$ cat src/rtl/piso_ser_ctrl.sv
// piso_ser_ctrl: accepts parallel words over valid/ready, shifts each one out MSB
// first with frame_start/done markers, then holds off intake for GAP idle cycles.
// Build option: define PISO_PARITY_EN to append an even-parity bit to every frame.
module piso_ser_ctrl #(
    parameter int N   = 8,
    parameter int GAP = 0
) (
    input  logic         clk,
    input  logic         rst,
    input  logic [N-1:0] in_data,
    input  logic         in_valid,
    output logic         in_ready,
    output logic         sout,
    output logic         sout_valid,
    output logic         frame_start,
    output logic         done,
    output logic         busy
);

    localparam int CW = $clog2(N + 1);

`ifdef PISO_PARITY_EN
    // The parity bit occupies one extra shift cycle at cnt == N.
    localparam logic [CW-1:0] LAST_CNT = CW'(N);
`else
    localparam logic [CW-1:0] LAST_CNT = CW'(N - 1);
`endif

    localparam logic [CW-1:0] CNT_ZERO = CW'(32'd0);
    localparam logic [CW-1:0] CNT_ONE  = CW'(32'd1);
    localparam logic          HAS_GAP  = (GAP != 32'sd0);
    // The gap counter counts down to zero, so it is loaded with GAP-1.
    localparam logic [3:0]    GAP_LOAD = HAS_GAP ? 4'(GAP - 32'sd1) : 4'd0;

    typedef enum logic [1:0] {
        ST_IDLE  = 2'd0,
        ST_SHIFT = 2'd1,
        ST_GAP   = 2'd2
    } state_t;

    state_t         state_r;
    state_t         nextState_s;
    logic [N-1:0]   shReg_r;
    logic [CW-1:0]  cnt_r;
    logic [3:0]     gCnt_r;
    logic           lastBit_s;
    logic           inReady_s;
    logic           accept_s;

`ifdef PISO_PARITY_EN
    logic           par_r;

    // Even parity: the returned bit makes the total count of ones even.
    function automatic logic evenParity(input logic [N-1:0] word);
        return ^word;
    endfunction
`endif

    assign lastBit_s = (state_r == ST_SHIFT) && (cnt_r == LAST_CNT);
    assign accept_s  = in_valid & inReady_s;
    assign in_ready  = inReady_s;

    // Intake readiness depends only on state and count; forced low while in reset.
    always_comb begin
        inReady_s = 1'b0;
        if (rst) begin
            inReady_s = 1'b0;
        end else begin
            case (state_r)
                ST_IDLE:  inReady_s = 1'b1;
                ST_SHIFT: inReady_s = lastBit_s & ~HAS_GAP;
                ST_GAP:   inReady_s = 1'b0;
                default:  inReady_s = 1'b0;
            endcase
        end
    end

    // State register; reset aborts any frame in flight.
    always_ff @(posedge clk or posedge rst) begin
        if (rst) begin
            state_r <= ST_IDLE;
        end else begin
            state_r <= nextState_s;
        end
    end

    // Next-state decode: load on accept, leave SHIFT after the last frame bit.
    always_comb begin
        nextState_s = state_r;
        case (state_r)
            ST_IDLE: begin
                if (accept_s) begin
                    nextState_s = ST_SHIFT;
                end else begin
                    nextState_s = ST_IDLE;
                end
            end
            ST_SHIFT: begin
                if (!lastBit_s) begin
                    nextState_s = ST_SHIFT;
                end else if (HAS_GAP) begin
                    nextState_s = ST_GAP;
                end else if (accept_s) begin
                    nextState_s = ST_SHIFT;
                end else begin
                    nextState_s = ST_IDLE;
                end
            end
            ST_GAP: begin
                if (gCnt_r == 4'd0) begin
                    nextState_s = ST_IDLE;
                end else begin
                    nextState_s = ST_GAP;
                end
            end
            default: nextState_s = ST_IDLE;
        endcase
    end

    // Datapath: word load on accept, left shift with zero fill, bit and gap counting.
    always_ff @(posedge clk or posedge rst) begin
        if (rst) begin
            shReg_r <= '0;
            cnt_r   <= CNT_ZERO;
            gCnt_r  <= 4'd0;
`ifdef PISO_PARITY_EN
            par_r   <= 1'b0;
`endif
        end else begin
            case (state_r)
                ST_IDLE, ST_SHIFT: begin
                    if (accept_s) begin
                        shReg_r <= in_data;
                        cnt_r   <= CNT_ZERO;
`ifdef PISO_PARITY_EN
                        par_r   <= evenParity(in_data);
`endif
                    end else if (state_r == ST_SHIFT) begin
                        shReg_r <= {shReg_r[N-2:0], 1'b0};
                        if (lastBit_s) begin
                            cnt_r  <= CNT_ZERO;
                            gCnt_r <= GAP_LOAD;
                        end else begin
                            cnt_r  <= cnt_r + CNT_ONE;
                        end
                    end
                end
                ST_GAP: begin
                    if (gCnt_r != 4'd0) begin
                        gCnt_r <= gCnt_r - 4'd1;
                    end
                end
                default: begin
                    cnt_r  <= CNT_ZERO;
                    gCnt_r <= 4'd0;
                end
            endcase
        end
    end

    // Output decode from registered state only; no input reaches these outputs.
    always_comb begin
        sout        = 1'b0;
        sout_valid  = 1'b0;
        frame_start = 1'b0;
        done        = 1'b0;
        busy        = 1'b0;
        case (state_r)
            ST_IDLE: begin
                busy = 1'b0;
            end
            ST_SHIFT: begin
                sout_valid  = 1'b1;
                busy        = 1'b1;
                frame_start = (cnt_r == CNT_ZERO);
                done        = lastBit_s;
`ifdef PISO_PARITY_EN
                if (cnt_r == LAST_CNT) begin
                    sout = par_r;
                end else begin
                    sout = shReg_r[N-1];
                end
`else
                sout = shReg_r[N-1];
`endif
            end
            ST_GAP: begin
                busy = 1'b1;
            end
            default: begin
                busy = 1'b0;
            end
        endcase
    end

endmodule

$ cat config.mk
export PLATFORM = sky130hd
export DESIGN_NAME = piso_ser_ctrl
export DESIGN_NICKNAME = d
export VERILOG_FILES = /design/src/rtl/piso_ser_ctrl.sv
export SDC_FILE = /design/constraint.sdc
export NUM_CORES = 1
export LEC_CHECK = 0
export ABC_CLOCK_PERIOD_IN_PS = 4100
export BUFFER_PORTS_ARGS = -buffer_cell sky130_fd_sc_hd__buf_2
export CORE_MARGIN = 4
export CORE_UTILIZATION = 62
export CTS_BUF_LIST = sky130_fd_sc_hd__clkbuf_2
export DETAILED_ROUTE_END_ITERATION = 7
export PLACE_DENSITY_LB_ADDON = 0.05
export REMOVE_ABC_BUFFERS = 1
export SYNTH_ARGS = -nofsm -noshare
export SYNTH_HDL_FRONTEND = slang
export SYNTH_SLANG_ARGS = --single-unit
$ cat constraint.sdc
create_clock -name clk -period 4.1 [get_ports clk]
set_clock_uncertainty 0.15 [all_clocks]
set_input_delay 1.025 -clock clk [delete_from_list [all_inputs] [get_ports clk]]
set_output_delay 1.025 -clock clk [all_outputs]
set_load 0.05 [all_outputs]
==> flow_summary.ini, run 1 <==
[clock_network]
h-tree-depth = 1
cts_tree = done
clockBufferDepth = 2
hold_buffers = 0
cts_buffers = 3
postCtsSetupBuffers = 0
cts_root_buf = clkbuf_2
clk_latency_ns = 0.28
clk_pin_slew_ns = 0.16
cts_resized = 0
clock-sinks = 18

[routing]
vias_per_cell = 5.695
vias = 803
drc = 0
dr.first_iter.drc_count = 13
firstDrtPassIters = 4
wire_per_inst_um = 12.83
wl_um = 1809
drtAntennaViolNets = 0

[logic_synthesis]
async_flop_share = 1.000
ys.warnings.count = 0
synthesis.instances = 107
synth_top_cells_by_area = dfrtp_1, mux2i_1, ha_1
synthFlopType = dfrtp_1
netlist_area_um2 = 1051
synth_edf_count = 0
yosysTopAreaCell = dfrtp_1
yosysSeqAreaShare = 0.4286
synth-seq-cells = 18
synth_cell_types = 33
avgSynthCellArea_um2 = 9.823
netlist.area_leader.share = 0.4286

[place]
place.gp.congestion = 0.8033
dpl.hpwl_um = 1377
io_buffers = 16
dp.cells = 138

[floorplan]
die_area_um2 = 2418
fp-row-count = 14
pin_count = 17
start_util = 0.6742
die_w_um = 49.17
die_height_um = 49.17
coreArea_um2 = 1559

[worst_setup_path]
setup.worst_path.class = reg2out
endpoint_kind = output pin
crit_fanout = 15
start_kind = flop
ff2ff_setup_slack_ns = 2.08
cp.required_ns = 2.92
cp.arrival_ns = 1.84

[flow_run]
cap_viol_max_count = 0

[finish]
syn2layout_area_growth_pct = 10.12
drive_gt1_frac = 0.2080
final_common_cell = dfrtp_1
instances_no_fill = 141
regArea_um2 = 450.4
fillCellCount = 118
diodes = 0
nNetsFinal = 145
multi_input_area_um2 = 554.3
final_cell_mix = dfrtp_1, buf_2, nand2_1

[global_route]
overflow = 0
grt.total_usage = 0.1793
antenna_found_initial = 0
grt_max_degree = 20
grt_pass1_wl_um = 3401
grt_pass1_vias = 777

[timing]
slew_headroom = 0.5370
max_freq_mhz = 331.8
finalSetupViolations = 0
rsz0062_at_grt = false
fin_crit_sh = 0.7351
layout_min_cycle_time_ns = 3.014
max_slew.worst_pin.slew_ns = 0.6938
drv_slew = 0
whs_ns = 0.4048
hold_violations = 0

[status]
status = completed

[power_and_ir_drop]
leakage_nw = 0.6144
power.total_w = 0.0006734
peakVddDrop_uv = 444.6
power_density_nw_per_um2 = 581.8

[hold_path]
hp-class = reg2reg
## logic make-up after synthesis
logic type                 Yosys count  synth area share
AOI/OAI and AO/OA                   23            0.1500
adders and majority gates            7           0.08333
buffers and inverters               10           0.04404
DFF                                 18            0.4286
muxes                                9           0.08572
and+or+nand+nor                     40            0.2084
## where the power goes
group,internal (W),switching (W),total (W)
combinational,0.000130,0.000214,0.000344
sequential,0.000222,0.0000370,0.000259
clock,0.0000200,0.0000502,0.0000701
total,0.000373,0.000301,0.000673
## worst max-delay path, stage by stage (launching register included)
cell	delay (ns)
dfrtp_1	0.44
inv_1	0.12
ha_1	0.18
buf_4	0.22
nor4bb_1	0.28
buf_2	0.30
## synthesized netlist by cell type, types with 3 or more instances
cell type,n
dfrtp_1,18
ha_1,7
inv_1,8
mux2i_1,9
nand2_1,14
nand3b_1,3
nor2_1,6
nor2b_1,3
o21ai_0,11
## layout make-up
type / count / share of cell area
well taps: 16 / 0.01730
inverters: 8 / 0.02595
multi-input cells: 79 / 0.4789
flip-flops and latches: 18 / 0.3892
repair buffers: 17 / 0.07568
clock buffers: 3 / 0.01297
## registers in the layout, indices dropped and copies added (netlist names)
register	cells
gCnt_r	4
shReg_r	8
state_r	2
cnt_r	4
## per-layer routing
metal | track usage | wire length (µm) | share of wire
met1 | 0.2398 | 810 | 0.45
met2 | 0.2879 | 906 | 0.50
met3 | 0.03670 | 66 | 0.036
met4 | 0.05687 | 26 | 0.014
met5 | 0 | 0 | 0
## through the flow
stage                     instance area, µm²  setup TNS (ns)  setup slack (ns)    util
after floorplan                         1035      -0.0003677        -0.0003677       -
after global placement                  1142               0             1.438  0.7327
after detailed placement                1142               0             1.393  0.7327
after CTS                               1157               0             1.077  0.7424
after global routing                    1157               0            0.9389  0.7424
final                                   1157               0             1.086  0.7424
## path summary, 6_finish.rpt
| path | start | to | cells past startpoint |
|---|---|---|---|
| min in group asynchronous | rst | gCnt_r[3] | 2 |
| max in group asynchronous | rst | shReg_r[4] | 2 |
| setup reg to reg | state_r[1] | cnt_r[2] | 7 |
| hold / removal | gCnt_r[2] | gCnt_r[2] | 1 |
| setup / recovery | state_r[1] | frame_start | 5 |
| hold reg to reg | gCnt_r[2] | gCnt_r[2] | 1 |
Note: power is estimated with default switching activity, not from simulation.
==> run 2, diff against run 1 <==
ABC_CLOCK_PERIOD_IN_PS = 2630   (was 4100)
CORE_ASPECT_RATIO = 0.75   (was not set)
CORE_UTILIZATION = 52   (was 62)
clock period = 2.63 ns   (was 4.1 ns; I/O delays follow)
==> flow_summary.ini, run 2 (same netlist as run 1, synthesis figures left out) <==
[worst_setup_path]
cp.required_ns = 1.82
endpoint_kind = output pin
ff2ff_setup_slack_ns = 0.61
crit_fanout = 5
start_kind = flop
setup.worst_path.class = reg2out
worstReg2RegStart = state_r[1]
r2r_end = cnt_r[2]
worstRegToRegCells = 7
cp.arrival_ns = 1.67

[power_and_ir_drop]
power.total_w = 0.001066
p_switching_w = 0.0004801
combPwrFrac = 0.515
power_density_nw_per_um2 = 901.9
leakage_nw = 0.6223
p_int_w = 0.0005862
switching_share = 0.4503
p_seq_frac = 0.384
peakVddDrop_uv = 649.6
power_frac_clock = 0.102

[global_route]
grt_pass1_vias = 756
grt_max_degree = 19
overflow = 0
grt.total_usage = 0.1625
antenna_found_initial = 0
grt_pass1_wl_um = 3353

[status]
status = completed

[place]
dp.cells = 145
dpl.hpwl_um = 1486
place.gp.congestion = 0.7674
io_buffers = 16
placed_area_um2 = 1157

[timing]
hold_violations = 0
drv_slew = 0
whs_ns = 0.2563
layout_min_cycle_time_ns = 2.475
fin_crit_sh = 0.9410
max_slew.worst_pin.slew_ns = 0.4076
finalSetupViolations = 0
slew_headroom = 0.7282
max_freq_mhz = 404.1

[finish]
instances_no_fill = 149
regArea_um2 = 450.4
syn2layout_area_growth_pct = 12.50
diodes = 0
drive_gt1_frac = 0.2283
fillCellCount = 151
largest-register = shReg_r
final_cell_mix = dfrtp_1, buf_2, nand2_1
final_common_cell = dfrtp_1
largest_register_ffs = 8
multi_input_area_um2 = 554.3
top_regs = shReg_r: 8 flops, cnt_r: 4 flops, gCnt_r: 4 flops
nNetsFinal = 147
design_area_um2 = 1182

[floorplan]
pin_count = 17
die_height_um = 46.94
start_util = 0.5769
fp-row-count = 13
coreArea_um2 = 1822
die_area_um2 = 2812
die_w_um = 59.91

[routing]
wl_um = 2008
wire_per_inst_um = 13.48
drtAntennaViolNets = 0
vias = 818
drc = 0
dr.first_iter.drc_count = 25
vias_per_cell = 5.490
firstDrtPassIters = 4

[clock_network]
h-tree-depth = 1
cts_root_buf = clkbuf_2
hold_buffers = 0
cts_tree = done
clock-sinks = 18
clockBufferDepth = 2
clk_latency_ns = 0.29
clk_pin_slew_ns = 0.16
cts_buffers = 3

[hold_path]
hp-class = in2async

[flow_run]
cap_viol_max_count = 0
-- run 2: routing by layer --
metal	vias to the layer above	GRT usage	routed length, µm
met4	0	0.03982	8
li1	417	-	-
met3	2	0.05495	121
met2	20	0.2802	931
met1	379	0.1990	946
met5	-	0	0
-- run 2: stage by stage --
step             util  setup slack, ns  setup TNS (ns)
2_1_floorplan       -           -1.103          -3.441
3_3_place_gp   0.6353           0.4691               0
3_5_place_dp   0.6353           0.3971               0
4_1_cts        0.6435          0.04257               0
5_1_grt        0.6490        -0.001024       -0.001024
6_report       0.6490           0.1552               0
-- run 2: worst max-delay path, cell delays in order, from the launching register on --
cell and delay (ns):
dfrtp_1 0.42, inv_1 0.12, ha_1 0.20, nand4b_1 0.17, inv_2 0.14, nor2_1 0.05, nor2_1 0.09, buf_4 0.20
-- run 2: power by group through the flow --
stage	combinational, W	sequential (W)	clock, W
floorplan	0.000443	0.000396	0
global placement	0.000541	0.000408	0
detailed placement	0.000548	0.000413	0
CTS	0.000550	0.000407	0.000116
global route	0.000602	0.000421	0.000126
finish	0.000549	0.000409	0.000108
-- run 2: layout make-up --
class                      count  share of cell area
clock buffer                   3             0.01270
inverter                       8             0.02540
multi-input combinational     79              0.4688
sequential                    18              0.3810
tap                           22             0.02328
timing repair buffer          19             0.08889
-- run 2: how the worst max path moves through the flow --
| stage | from | endpoint | depth (start not counted) |
|---|---|---|---|
| 2_1_floorplan | state_r[1] | frame_start | 3 |
| 3_3_place_gp | state_r[1] | in_ready | 7 |
| 3_5_place_dp | state_r[1] | in_ready | 7 |
| 4_1_cts | state_r[1] | in_ready | 7 |
| 5_1_grt | state_r[1] | in_ready | 7 |
| 6_report | state_r[1] | in_ready | 7 |
-- run 2: timing repair --
item	CTS	global route
buffers inserted	0	1
gates resized for setup	0	3
endpoints found under the setup margin	0	1
==> run 3, diff against run 2 <==
CTS_CLUSTER_DIAMETER = 100   (was not set)
REMOVE_ABC_BUFFERS = not set   (was 1)
==> flow_summary.ini, run 3 (same netlist as run 1, synthesis figures left out) <==
[routing]
wl_um = 2078
drc = 0
wire_per_inst_um = 13.49
drtAntennaViolNets = 0
vias = 838
vias_per_cell = 5.442
firstDrtPassIters = 4
dr.first_iter.drc_count = 15

[finish]
final_util = 0.6902
nNetsFinal = 151
drive_gt1_frac = 0.2803
top_regs = shReg_r: 8 flops, cnt_r: 4 flops, gCnt_r: 4 flops
largest_register_ffs = 8
diodes = 0
largest-register = shReg_r
final_cell_mix = dfrtp_1, nand2_1, buf_2
final_common_cell = dfrtp_1
fillCellCount = 148
syn2layout_area_growth_pct = 19.64

[worst_setup_path]
cpPeakStageDelay_ns = 0.42
worstRegToRegCells = 7
cp.arrival_ns = 1.70
worstReg2RegStart = cnt_r[1]
setup.worst_path.class = reg2out
path_cells = inv_1 > ha_2 > nand4b_1 > clkinvlp_4 > nor2_2 > nor2_4 > buf_6
r2r_end = state_r[0]
crit_fanout = 5
start_kind = flop
cp.required_ns = 1.82
endpoint_kind = output pin
cp-endpoint = in_ready
cpMaxStageDelayCell = dfrtp_1
ff2ff_setup_slack_ns = 0.56
crit_path_start = state_r[1]

[timing]
drv_slew = 0
finalSetupViolations = 0
fin_crit_sh = 0.9549
max_slew.worst_pin.slew_ns = 0.4198
slew_headroom = 0.7201
max_freq_mhz = 398.2
hold_violations = 0
whs_ns = 0.2712
layout_min_cycle_time_ns = 2.511

[global_route]
grt.total_usage = 0.1806
overflow = 0
antenna_found_initial = 0
grt_max_degree = 19
grt_pass1_wl_um = 3670
grt_pass1_vias = 823

[clock_network]
h-tree-depth = 1
clock-sinks = 18
cts_root_buf = clkbuf_2
cts_buffers = 3
clk_latency_ns = 0.30
clockBufferDepth = 2
clk_pin_slew_ns = 0.17
cts_tree = done

[logic_synthesis]
synth_nets = 125

[power_and_ir_drop]
combPwrFrac = 0.539
power_frac_clock = 0.104
power_density_nw_per_um2 = 911.8
p_switching_w = 0.0005056
p_seq_frac = 0.357
p_int_w = 0.0006410
power.total_w = 0.001147
switching_share = 0.4410
peakVddDrop_uv = 650.6
leakage_nw = 0.6428

[floorplan]
coreArea_um2 = 1822
pin_count = 17
die_height_um = 46.94
start_util = 0.5769
fp-row-count = 13
die_area_um2 = 2812
die_w_um = 59.91

[place]
place.gp.congestion = 0.7903
dpl.hpwl_um = 1508
io_buffers = 16

[flow_run]
cap_viol_max_count = 0

[hold_path]
hp-class = in2async

[status]
status = completed
run 3: changes by cell type in the layout (fill, tap and decap cells not counted), sizes merged:
| cell | before | now |
|---|---|---|
| buf | 19 | 23 |
| clkinv | 0 | 1 |
| clkinvlp | 0 | 1 |
| inv | 8 | 7 |
run 3: cell type report:
type / instances / area, µm² / area share
clock inverter: 1 / 3.754 / 0.002985
clock buffer: 3 / 15.01 / 0.01194
tap: 22 / 27.53 / 0.02189
sequential: 18 / 450.4 / 0.3582
multi-input combinational: 79 / 581.8 / 0.4627
inverter: 8 / 33.78 / 0.02687
timing repair buffer: 23 / 145.1 / 0.1154
run 3: worst min-delay path by stage:
stage | startpoint | to | slack (ns) | cells past startpoint
2_1_floorplan | cnt_r[1] | cnt_r[1] | 0.34 | 2
3_3_place_gp | gCnt_r[2] | gCnt_r[2] | 0.37 | 1
3_5_place_dp | gCnt_r[2] | gCnt_r[2] | 0.37 | 1
4_1_cts | rst | shReg_r[7] | 0.26 | 3
5_1_grt | rst | shReg_r[3] | 0.26 | 3
6_report | rst | cnt_r[2] | 0.27 | 3
run 3: layer usage:
layer / wire length, µm / up-vias / track usage
li1: - / 427 / -
met1: 1006 / 387 / 0.2237
met2: 951 / 20 / 0.2996
met3: 95 / 4 / 0.06044
met4: 24 / 0 / 0.06195
met5: 0 / - / 0
run 3: repair_timing:
action / CTS / global route
setup endpoints to repair: 1 / 4
pin swaps: 0 / 1
gates resized for setup: 1 / 5
hold endpoints to repair: 0 / 0
buffers inserted: 0 / 5
hold buffers: 0 / 0
run 3: critical path, delay by kind of cell (launching register included):
| family | cells | cell delay [ns] |
|---|---|---|
| buffers and inverters | 3 | 0.44 |
| AND/OR/NAND/NOR | 3 | 0.33 |
| flip-flops | 1 | 0.42 |
| adder cells (fa/ha/maj) | 1 | 0.20 |
run 3: power groups by stage:
stage,registers (W),clock network (W),logic (W)
floorplan,0.000403,0,0.000484
global placement,0.000417,0,0.000571
detailed placement,0.000420,0,0.000576
CTS,0.000413,0.000125,0.000581
global route,0.000422,0.000142,0.000680
finish,0.000410,0.000119,0.000618
run 3: stage by stage:
stage                     setup WS, ns  area (µm²)  TNS (ns)  cells
after CTS                      0.01193        1207         0    149
after detailed placement        0.3725        1186         0    145
after global routing          -0.01731        1257  -0.01731    154
after floorplan                0.01165        1080         0    107
after global placement          0.4187        1186         0    145
final                           0.1186        1257         0    154
